## src/rtl/ahb_master_req_ctrl.sv

```systemverilog
// Master-side AHB request controller: decodes the target slave, requests its
// arbiter, stalls the master until granted and releases after the last beat.
module ahb_master_req_ctrl #(
  parameter int SLAVE_NUM = 4,
  parameter int ADDR_W    = 32,
  parameter int SEL_LSB   = 28,
  parameter int SEL_W     = 2
) (
  input  logic                 hclk,
  input  logic                 hreset_n,
  input  logic [1:0]           m_htrans,
  input  logic [ADDR_W-1:0]    m_haddr,
  input  logic [2:0]           m_hburst,
  output logic                 m_hready,
  output logic                 m_hresp,
  output logic [SLAVE_NUM-1:0] hreq,
  input  logic [SLAVE_NUM-1:0] hgrant,
  input  logic [SLAVE_NUM-1:0] hwait,
  output logic [SLAVE_NUM-1:0] m_owner
);

  localparam logic [1:0] HTRANS_IDLE   = 2'd0;
  localparam logic [1:0] HTRANS_NONSEQ = 2'd2;
  localparam logic [1:0] HTRANS_SEQ    = 2'd3;

  localparam logic [2:0] HBURST_SINGLE = 3'd0;
  localparam logic [2:0] HBURST_INCR   = 3'd1;
  localparam logic [2:0] HBURST_WRAP4  = 3'd2;
  localparam logic [2:0] HBURST_INCR4  = 3'd3;
  localparam logic [2:0] HBURST_WRAP8  = 3'd4;
  localparam logic [2:0] HBURST_INCR8  = 3'd5;

  localparam logic [2:0] ST_IDLE = 3'd0;
  localparam logic [2:0] ST_REQ  = 3'd1;
  localparam logic [2:0] ST_OWN  = 3'd2;
  localparam logic [2:0] ST_ERR1 = 3'd3;
  localparam logic [2:0] ST_ERR2 = 3'd4;

  logic [2:0]           state;
  logic [2:0]           state_nxt;
  logic [SEL_W-1:0]     idx;
  logic [SEL_W-1:0]     tgt;
  logic [SEL_W-1:0]     tgt_nxt;
  logic [4:0]           len;
  logic [4:0]           len_nxt;
  logic [3:0]           count;
  logic                 beat_seen;
  logic                 dec_err;
  logic                 sel_grant;
  logic                 sel_wait;
  logic                 beat;
  logic                 last_beat;
  logic                 own_entry;
  logic [SLAVE_NUM-1:0] tgt_oh;
  logic [SLAVE_NUM-1:0] hreq_nxt;
  logic                 unused_addr;

  function automatic logic [SLAVE_NUM-1:0] to_onehot(input logic [SEL_W-1:0] i);
    logic [SLAVE_NUM-1:0] oh;
    oh = '0;
    for (int s = 0; s < SLAVE_NUM; s++)
      oh[s] = (int'(i) == s);
    return oh;
  endfunction

  // Length 0 encodes an unbounded INCR burst.
  function automatic logic [4:0] burst_len(input logic [2:0] b);
    case (b)
      HBURST_SINGLE:               return 5'd1;
      HBURST_INCR:                 return 5'd0;
      HBURST_WRAP4, HBURST_INCR4:  return 5'd4;
      HBURST_WRAP8, HBURST_INCR8:  return 5'd8;
      default:                     return 5'd16;
    endcase
  endfunction

  assign idx         = m_haddr[SEL_LSB +: SEL_W];
  assign unused_addr = ^m_haddr;
  assign dec_err     = (int'(idx) >= SLAVE_NUM);

  assign tgt_oh    = to_onehot(tgt);
  assign sel_grant = |(hgrant & tgt_oh);
  assign sel_wait  = |(hwait & tgt_oh);
  assign beat      = ((m_htrans == HTRANS_NONSEQ) || (m_htrans == HTRANS_SEQ)) && !sel_wait;
  assign last_beat = (len != 5'd0) && ({1'b0, count} == (len - 5'd1));

  always_comb begin
    state_nxt = state;
    tgt_nxt   = tgt;
    len_nxt   = len;
    case (state)
      ST_IDLE: begin
        if (m_htrans == HTRANS_NONSEQ) begin
          if (dec_err) begin
            state_nxt = ST_ERR1;
          end else begin
            state_nxt = ST_REQ;
            tgt_nxt   = idx;
            len_nxt   = burst_len(m_hburst);
          end
        end
      end
      ST_REQ: begin
        if (sel_grant)
          state_nxt = ST_OWN;
      end
      ST_OWN: begin
        if (!sel_wait) begin
          // An INCR burst ends on IDLE, or on a fresh NONSEQ once it has moved data.
          if (len == 5'd0) begin
            if ((m_htrans == HTRANS_IDLE) || ((m_htrans == HTRANS_NONSEQ) && beat_seen))
              state_nxt = ST_IDLE;
          end else if (beat && last_beat) begin
            state_nxt = ST_IDLE;
          end
        end
      end
      ST_ERR1: state_nxt = ST_ERR2;
      ST_ERR2: state_nxt = ST_IDLE;
      default: state_nxt = ST_IDLE;
    endcase
  end

  assign own_entry = (state != ST_OWN) && (state_nxt == ST_OWN);
  assign hreq_nxt  = ((state_nxt == ST_REQ) || (state_nxt == ST_OWN)) ? to_onehot(tgt_nxt) : '0;

  always_ff @(posedge hclk or negedge hreset_n) begin
    if (!hreset_n) begin
      state     <= ST_IDLE;
      tgt       <= '0;
      len       <= 5'd1;
      count     <= 4'd0;
      beat_seen <= 1'b0;
      hreq      <= '0;
    end else begin
      state <= state_nxt;
      tgt   <= tgt_nxt;
      len   <= len_nxt;
      hreq  <= hreq_nxt;
      if (own_entry) begin
        count     <= 4'd0;
        beat_seen <= 1'b0;
      end else if ((state == ST_OWN) && beat && (state_nxt == ST_OWN)) begin
        count     <= count + 4'd1;
        beat_seen <= 1'b1;
      end
    end
  end

  always_comb begin
    m_hready = 1'b1;
    case (state)
      ST_IDLE: m_hready = (m_htrans != HTRANS_NONSEQ);
      ST_REQ:  m_hready = 1'b0;
      ST_OWN:  m_hready = !sel_wait;
      ST_ERR1: m_hready = 1'b0;
      ST_ERR2: m_hready = 1'b1;
      default: m_hready = 1'b1;
    endcase
  end

  assign m_hresp = (state == ST_ERR1) || (state == ST_ERR2);
  assign m_owner = (state == ST_OWN) ? tgt_oh : '0;

endmodule

```

## config.mk

```make
export PLATFORM = sky130hd
export DESIGN_NAME = ahb_master_req_ctrl
export DESIGN_NICKNAME = d
export VERILOG_FILES = /design/src/rtl/ahb_master_req_ctrl.sv
export SDC_FILE = /design/constraint.sdc
export NUM_CORES = 1
export LEC_CHECK = 0
export BUFFER_PORTS_ARGS = -buffer_cell sky130_fd_sc_hd__buf_4
export CAP_MARGIN = 10
export CORE_MARGIN = 2
export CORE_UTILIZATION = 44
export DETAILED_ROUTE_END_ITERATION = 12
export PLACE_DENSITY = 0.81
export SLEW_MARGIN = 10
export SYNTH_ARGS = -nofsm -noshare
export SYNTH_HDL_FRONTEND = slang
export SYNTH_SLANG_ARGS = --single-unit
```

## constraint.sdc

```tcl
create_clock -name hclk -period 2.36 [get_ports hclk]
set_clock_uncertainty 0.2 [all_clocks]
set_input_delay 0.118 -clock hclk [delete_from_list [all_inputs] [get_ports hclk]]
set_output_delay 0.118 -clock hclk [all_outputs]
set_load 0.01 [all_outputs]
```

==> Flow_metrics.wiki, run 1 <==
{| class="wikitable"
! Metric !! Value
|-
| Initial core utilization || 0.474
|-
| Worst supply voltage drop on vdd || between 700 and 800 uV
|-
| Fraction of synthesized area in multiplexers || 0.0912
|-
| Internal reg-to-reg setup slack || approximately 0.084 ns
|-
| Final number of hold-violating endpoints || 0
|-
| # port buffers || 26
|-
| Slew Viols, Final || 0
|-
| Number of nets still failing antenna checks after routing || 0
|-
| Critical-path cell list || nor2_2 -> nand2_1 -> or4_1 -> dlygate4sd3_1 -> o21ai_0
|-
| Synthesized cell area || 1070 um^2
|-
| Aggregate global routing overflow || 0
|-
| Time the final worst path needs with I/O delays and setup || roughly 2.3 ns
|-
| Dominant cell type by area after synthesis || dfrtp_1
|-
| Reg2reg path depth || 5
|-
| Highest clock rate || approximately 0.44 GHz
|-
| Longest individual stage delay on the worst path || 0.58 ns
|-
| Last weighted congestion value of the routability-driven placer || 0.841
|-
| CP max stage cell || dlygate4sd3_1
|-
| Chip height || approximately 53 um
|-
| Cts bufs inserted || 3
|-
| Final standard cell count with taps included and fillers excluded || roughly 170
|-
| Average cell area after synthesis || around 10 um^2
|-
| Max-slew headroom || 0.722
|-
| MaxCap Viol Count || 0
|-
| Ys Warns || 0
|-
| Critical register-to-register path startpoint || state[1]$_DFF_PN0_
|-
| Clock Latency Late Sink || 0.31 ns
|-
| Area of the core || 2250 um^2
|-
| Part of the power in combinational logic || 0.566
|-
| Maximum buffer depth of the clock tree || 2
|-
| Final Cycle Share || 0.964
|-
| Sequential fraction of the synthesis area || 0.422
|-
| Signed area change from the synthesized netlist to the final layout || 39.6%
|-
| Final std cell area, no fill || between 1000 and 1500 um^2
|-
| Largest net degree at the start of global routing || 19
|-
| H-tree levels || 1
|-
| Post-synthesis adder-cell area fraction || 0.0351
|-
| Number of distinct library cells after synthesis || 42
|-
| CTS Root Cell || clkbuf_4
|-
| Total global-route track usage || 0.206
|-
| Run status || completed
|-
| Clock Pin Slew Worst Setup and Hold Paths || roughly 0.12 ns
|-
| Count of mapped cells out of synthesis || approximately 100
|-
| Area taken by multi-input logic gates || roughly 630 um^2
|-
| Pre-antenna DRT Iters || 4
|-
| Element type at the critical path end || flip-flop
|-
| Data arrival time of the critical path || between 2 and 2.5 ns
|-
| Portion of total power attributed to sequential cells || 0.328
|-
| Via count of the first global-routing pass || ~950
|-
| Placed Cells || 160
|-
| Proportion of register bits with asynchronous set or reset after synthesis || 1.00
|-
| Via count normalized by instance count || about 5.4
|-
| Net Switching || about 760 uW
|-
| Clock tree from TritonCTS || built
|-
| Initial antenna violation count || 0
|-
| Routed wire length || approximately 2500 um
|-
| Top cell family by delay on the critical path || simple AND/OR/NAND/NOR gates
|-
| Internal Dissipation || between 1000 and 1500 uW
|-
| Filler Cells Inserted || between 150 and 200
|-
| XOR/XNOR share of the synthesized area || 0.0386
|-
| Measured slew at the worst slew-check pin || slightly above 0.4 ns
|-
| Class of the tightest hold or removal check || input port to asynchronous set/reset pin
|-
| Share of total power in the clock network || 0.106
|-
| EDFF count, synth || 0
|-
| Number of vias after detailed routing || 932
|-
| Die span in x || 53.3 um
|-
| Reg2reg end || len[0]$_DFFE_PN1P_
|-
| Predominant post-synthesis flop cell || dfrtp_1
|-
| Net count after synthesis || 154
|-
| Initial drt markers || 22
|-
| Setup-violating endpoint count in the final report || 0
|-
| Post-detail-place hpwl || between 1500 and 2000 um
|-
| Placed cell area || 1310 um^2
|-
| Required time of the critical path || ~2.4 ns
|-
| Share of layout cells above drive strength 1 || 0.372
|-
| WL/cell || 14.6 um
|-
| Final routed DRC violation total || 0
|-
| Register area || about 450 um^2
|-
| Total die area || 2840 um^2
|-
| Pre-CTS worst setup slack || -0.0387 ns
|-
| Antenna diodes || 0
|-
| Critical path type || flip-flop to flip-flop
|-
| Final TNS setup || 0 ns
|-
| Row count || 17
|-
| Number of I/O pins || 57
|-
| Synth area leaders || dfrtp_1, nand2_1, ha_1
|-
| Fin nets || approximately 200
|-
| Total power density per cell area || roughly 1200 nW/um^2
|-
| Leakage dissipation || 0.000738 uW
|-
| WP buf/inv || 1
|-
| First-pass GRT wire length || ~4200 um
|-
| Switching Fraction || 0.412
|-
| Crit path max fanout || 7
|-
| TritonCTS sink count || 18
|-
| Synthesized-area fraction occupied by ao, oa, aoi and oai cells || 0.132
|-
| Sort of element at the start of the critical path || flip-flop
|-
| Dominant combinational cell family by area after synthesis || simple AND/OR/NAND/NOR gates
|-
| Yosys reg bits || 18
|-
| Min setup slack post-route || between 0.08 and 0.09 ns
|-
| Synth Area in Simple Gates || 0.237
|-
| Area fraction of the dominant cell type after synthesis || 0.398
|}
sequential cells by signal, summed over array words and instances, names as in the netlist:
name / count
state: 3
tgt: 2
len: 4
hreq: 4
count: 4
beat_seen: 1
cells in the mapped netlist, types with 3 or more instances:
cell type,n
dfrtp_1,17
ha_1,3
inv_1,6
mux2i_1,3
nand2_1,17
nand2b_1,3
nand3_1,3
nand3b_1,3
nor2_1,5
nor3_1,4
o21ai_0,4
what timing repair did:
item                                    4_1_cts  5_1_grt
buffers inserted                              0        1
hold buffers                                  8        0
endpoints found under the setup margin        7        9
pin swaps                                     2        4
resized for setup                             3        6
endpoints found under the hold margin        27        0
worst max path at each step:
stage                                   from              endpoint  cells past startpoint
final                     state[1]$_DFF_PN0_    len[0]$_DFFE_PN1P_                      5
after global routing      len[0]$_DFFE_PN1P_  count[1]$_DFFE_PN0P_                      8
after CTS                 len[0]$_DFFE_PN1P_     hreq[2]$_DFF_PN0_                      8
after detailed placement  len[0]$_DFFE_PN1P_     hreq[2]$_DFF_PN0_                      8
after global placement    len[0]$_DFFE_PN1P_  count[2]$_DFFE_PN0P_                      8
after floorplan           len[0]$_DFFE_PN1P_  count[1]$_DFFE_PN0P_                      8
cells by family (layout without fill, tap and decap cells):
logic type	Yosys count	count (layout)
buffers and inverters	9	50
multiplexers	7	7
AND/OR/NAND/NOR	46	46
flip-flops	18	18
adder cells (fa/ha/maj)	3	3
XOR/XNOR	3	3
AO/OA/AOI/OAI	18	18
cell usage in the layout (no fill, tap or decap), types with 2 or more instances in the layout:
cell and count:
clkbuf_4 3, nand3_1 3, inv_1 5, dlygate4sd3_1 8
dfrtp_1 17, o21bai_1 2, nor3_1 3, and3_1 2
nor2_1 4, nand2_1 16, buf_4 32, a31o_1 2
nand3b_1 3, ha_1 2, nand2b_1 3, o21ai_0 4
mux2_4 2, mux2i_1 3
metrics by stage:
| stage | util | total power (uW) | hold slack (ns) |
|---|---|---|---|
| 4_1_cts | 0.646 | 1780 | 0.00935 |
| 3_5_place_dp | 0.583 | 1490 | -0.200 |
| 2_1_floorplan | - | 1200 | -0.378 |
| 6_report | 0.663 | 1860 | 0.00208 |
| 5_1_grt | 0.663 | 1990 | 0.0115 |
| 3_3_place_gp | 0.583 | 1440 | -0.202 |
area by class of cell:
class,instances,area share
Sequential cell,18,0.302
Multi-Input combinational cell,77,0.420
Clock buffer,4,0.0243
Tap cell,28,0.0235
Inverter,6,0.0151
Timing Repair Buffer,40,0.214
power groups by stage:
stage	logic, uW	registers (uW)	clock network (uW)
after floorplan	651	552	0
after global placement	837	599	0
after detailed placement	883	609	0
after CTS	971	605	201
after global routing	1140	629	217
final	1050	609	197
metal layers:
metal,global-route usage,vias to the layer above,share of wire,wire length [um]
li1,-,455,-,-
met1,0.252,450,0.43,1070
met2,0.370,23,0.53,1330
met3,0.0254,4,0.036,90
met4,0.0641,0,0.011,27
met5,0,-,0,0
(Power assumes the default switching activity.)
==> inputs of run 2 (changes only) <==
--- a/config.mk
+++ b/config.mk
@@ -11,6 +11,7 @@
 export CORE_UTILIZATION = 44
 export DETAILED_ROUTE_END_ITERATION = 12
 export PLACE_DENSITY = 0.81
+export RECOVER_POWER = 50
 export SLEW_MARGIN = 10
 export SYNTH_ARGS = -nofsm -noshare
 export SYNTH_HDL_FRONTEND = slang
==> run 2 against run 1 <==
  * Final area is 1.0% lower
  * Sequential share of layout area up 0.31 points
  * Largest power group unchanged
  * Clock-buffer cell count stayed put
  * Utilization fell by 0.67 points
  * Wire length down 0.75%
  * Sequential power hardly changed
  * Die area stayed put
  * Worst setup slack worse by 0.017 ns
  * Fmax shrank 0.72%
  * Total power fell by 1.0%
  * Via count up 1.2%
==> Flow_metrics.wiki, run 2 (synthesis results as in run 1) <==
{| class="wikitable"
! Metric !! Value
|-
| Run status || completed
|-
| Fin nets || 196 (unchanged)
|-
| Die span in x || 53.3 um (unchanged)
|-
| CP max stage cell || dlygate4sd3_1
|-
| TritonCTS sink count || 18 (unchanged)
|-
| First-pass GRT wire length || 4210 um (unchanged)
|-
| Share of total power in the clock network || 0.108 (+0.002)
|-
| Net Switching || 763 uW (-0.16%)
|-
| Required time of the critical path || 2.38 ns (about the same)
|-
| Number of vias after detailed routing || 943 (+1.2%)
|-
| Via count normalized by instance count || 5.45 (+1.2%)
|-
| Leakage dissipation || 0.000722 uW (-2.2%)
|-
| Critical-path cell list || nor2_2 -> nand2_1 -> or4_1 -> dlygate4sd3_1 -> o21ai_0
|-
| # port buffers || 26 (unchanged)
|-
| Total die area || 2840 um^2 (unchanged)
|-
| WP buf/inv || 1 (unchanged)
|-
| Longest individual stage delay on the worst path || 0.58 ns (about the same)
|-
| Highest-count cells in the layout ignoring fill and taps || buf_4, dfrtp_1, nand2_1, dlygate4sd3_1, inv_1
|-
| Total power density per cell area || 1240 nW/um^2 (about the same)
|-
| Top cell family by delay on the critical path || simple AND/OR/NAND/NOR gates
|-
| Internal Dissipation || 1070 uW (-1.6%)
|-
| Crit path max fanout || 7 (unchanged)
|-
| Hold wc startpoint || hgrant[3]
|-
| Element type at the critical path end || flip-flop
|-
| Sort of element at the start of the critical path || flip-flop
|-
| Critical register-to-register path startpoint || state[1]$_DFF_PN0_
|-
| Aggregate global routing overflow || 0 (unchanged)
|-
| Signed area change from the synthesized netlist to the final layout || 38.2%
|-
| Part of the power in combinational logic || 0.560 (-0.006)
|-
| CTS Root Cell || clkbuf_4
|-
| Placed Cells || 160 (unchanged)
|-
| Final number of hold-violating endpoints || 0 (unchanged)
|-
| Registers with the most flip-flops || count (4), hreq (4), len (4)
|-
| Area of the core || 2250 um^2 (unchanged)
|-
| Maximum buffer depth of the clock tree || 2 (unchanged)
|-
| Final standard cell count with taps included and fillers excluded || 173 (unchanged)
|-
| MaxCap Viol Count || 0 (unchanged)
|-
| Clock Latency Late Sink || 0.31 ns (about the same)
|-
| Post-detail-place hpwl || 1720 um (unchanged)
|-
| Number of nets still failing antenna checks after routing || 0 (unchanged)
|-
| Initial core utilization || 0.474 (unchanged)
|-
| Time the final worst path needs with I/O delays and setup || 2.29 ns (+0.0165 ns)
|-
| Last weighted congestion value of the routability-driven placer || 0.841 (unchanged)
|-
| Pre-CTS worst setup slack || -0.0387 ns (unchanged)
|-
| Initial antenna violation count || 0 (unchanged)
|-
| Critical path type || flip-flop to flip-flop
|-
| Largest net degree at the start of global routing || 19 (unchanged)
|-
| Cts bufs inserted || 3 (unchanged)
|-
| Share of layout cells above drive strength 1 || 0.345 (-0.0276)
|-
| Clock tree from TritonCTS || built
|-
| Clock Pin Slew Worst Setup and Hold Paths || 0.11 ns (about the same)
|-
| Setup-violating endpoint count in the final report || 0 (unchanged)
|-
| Routed wire length || 2510 um (-0.75%)
|-
| Min setup slack post-route || 0.0679 ns (-0.0165 ns)
|-
| Max-slew headroom || 0.356 (-0.366)
|-
| Row count || 17 (unchanged)
|-
| Total global-route track usage || 0.206 (unchanged)
|-
| Most common library cell in the layout ignoring fill and taps || buf_4
|-
| Highest clock rate || 0.436 GHz (-0.72%)
|-
| Pre-antenna DRT Iters || 4 (unchanged)
|-
| Data arrival time of the critical path || 2.31 ns (+0.02 ns)
|-
| Filler Cells Inserted || 181 (+2.8%)
|-
| Number of I/O pins || 57 (unchanged)
|-
| Measured slew at the worst slew-check pin || 0.966 ns (+0.553 ns)
|-
| Slew Viols, Final || 0 (unchanged)
|-
| Worst supply voltage drop on vdd || 740 uV (-1.2%)
|-
| Via count of the first global-routing pass || 948 (unchanged)
|-
| Class of the tightest hold or removal check || input port to flip-flop
|-
| WL/cell || 14.5 um (-0.75%)
|-
| Chip height || 53.3 um (unchanged)
|-
| Final Cycle Share || 0.971 (+0.00700)
|-
| Final routed DRC violation total || 0 (unchanged)
|-
| Launching element of the worst setup path || state[1]$_DFF_PN0_
|-
| Initial drt markers || 22 (unchanged)
|-
| H-tree levels || 1 (unchanged)
|-
| Portion of total power attributed to sequential cells || 0.332 (+0.004)
|-
| Antenna diodes || 0 (unchanged)
|-
| Switching Fraction || 0.415 (+0.00352)
|}
-- run 2: cell count changes in the layout (fill, tap and decap cells not counted), sizes merged --
| cell | previous run | this run |
|---|---|---|
| buf | 32 | 28 |
| clkbuf | 4 | 8 |
-- run 2: through the flow --
stage | TNS (ns) | util | hold slack [ns] | instance area [um^2] | power (uW)
floorplan | 0 | - | -0.378 | 1070 | 1200
detailed placement | -0.117 | 0.583 | -0.200 | 1310 | 1490
global route | -0.00908 | 0.656 | 0.0115 | 1480 | 1970
global placement | 0 | 0.583 | -0.202 | 1310 | 1440
CTS | 0 | 0.646 | 0.00935 | 1460 | 1780
finish | 0 | 0.656 | 0.0177 | 1480 | 1840
-- run 2: worst paths after layout --
path | endpoint | slack, ns | cells after the start
max | len[0]$_DFFE_PN1P_ | 0.07 | 5
min | state[0]$_DFF_PN0_ | 0.02 | 3
max reg2reg | len[0]$_DFFE_PN1P_ | 0.07 | 5
min reg2reg | beat_seen$_DFFE_PN0P_ | 0.30 | 2
max in group asynchronous | len[4]$_DFFE_PN0P_ | 1.10 | 2
min in group asynchronous | count[3]$_DFFE_PN0P_ | 0.27 | 2
-- run 2: layout make-up --
cell class | count | area [um^2] | area share
sequential | 18 | 452 | 0.305
timing repair buffer | 40 | 305 | 0.206
multi-input combinational | 77 | 628 | 0.425
tap | 28 | 35.0 | 0.0237
clock buffer | 4 | 36.3 | 0.0245
inverter | 6 | 22.5 | 0.0152
-- run 2: repair_timing --
action                     in CTS  in global routing
pin swaps                       2                  4
hold buffers                    8                  0
gates resized for setup         3                  6
hold endpoints to repair       27                  0
setup endpoints to repair       7                  9
setup buffers                   0                  1
-- run 2: per-layer routing --
layer,global-route usage,share of wire
met1,0.252,0.41
met2,0.370,0.53
met3,0.0254,0.045
met4,0.0641,0.011
met5,0,0
-- run 2: power groups by stage --
| stage | logic (uW) | registers (uW) | clock network, uW |
|---|---|---|---|
| 2_1_floorplan | 651 | 552 | 0 |
| 3_3_place_gp | 837 | 599 | 0 |
| 3_5_place_dp | 883 | 609 | 0 |
| 4_1_cts | 971 | 605 | 201 |
| 5_1_grt | 1130 | 629 | 217 |
| 6_report | 1030 | 609 | 199 |
-- run 2: worst min-delay path, stage by stage --
cell and delay (ns):
buf_4 0.07, mux4_1 0.22, o21ai_0 0.08
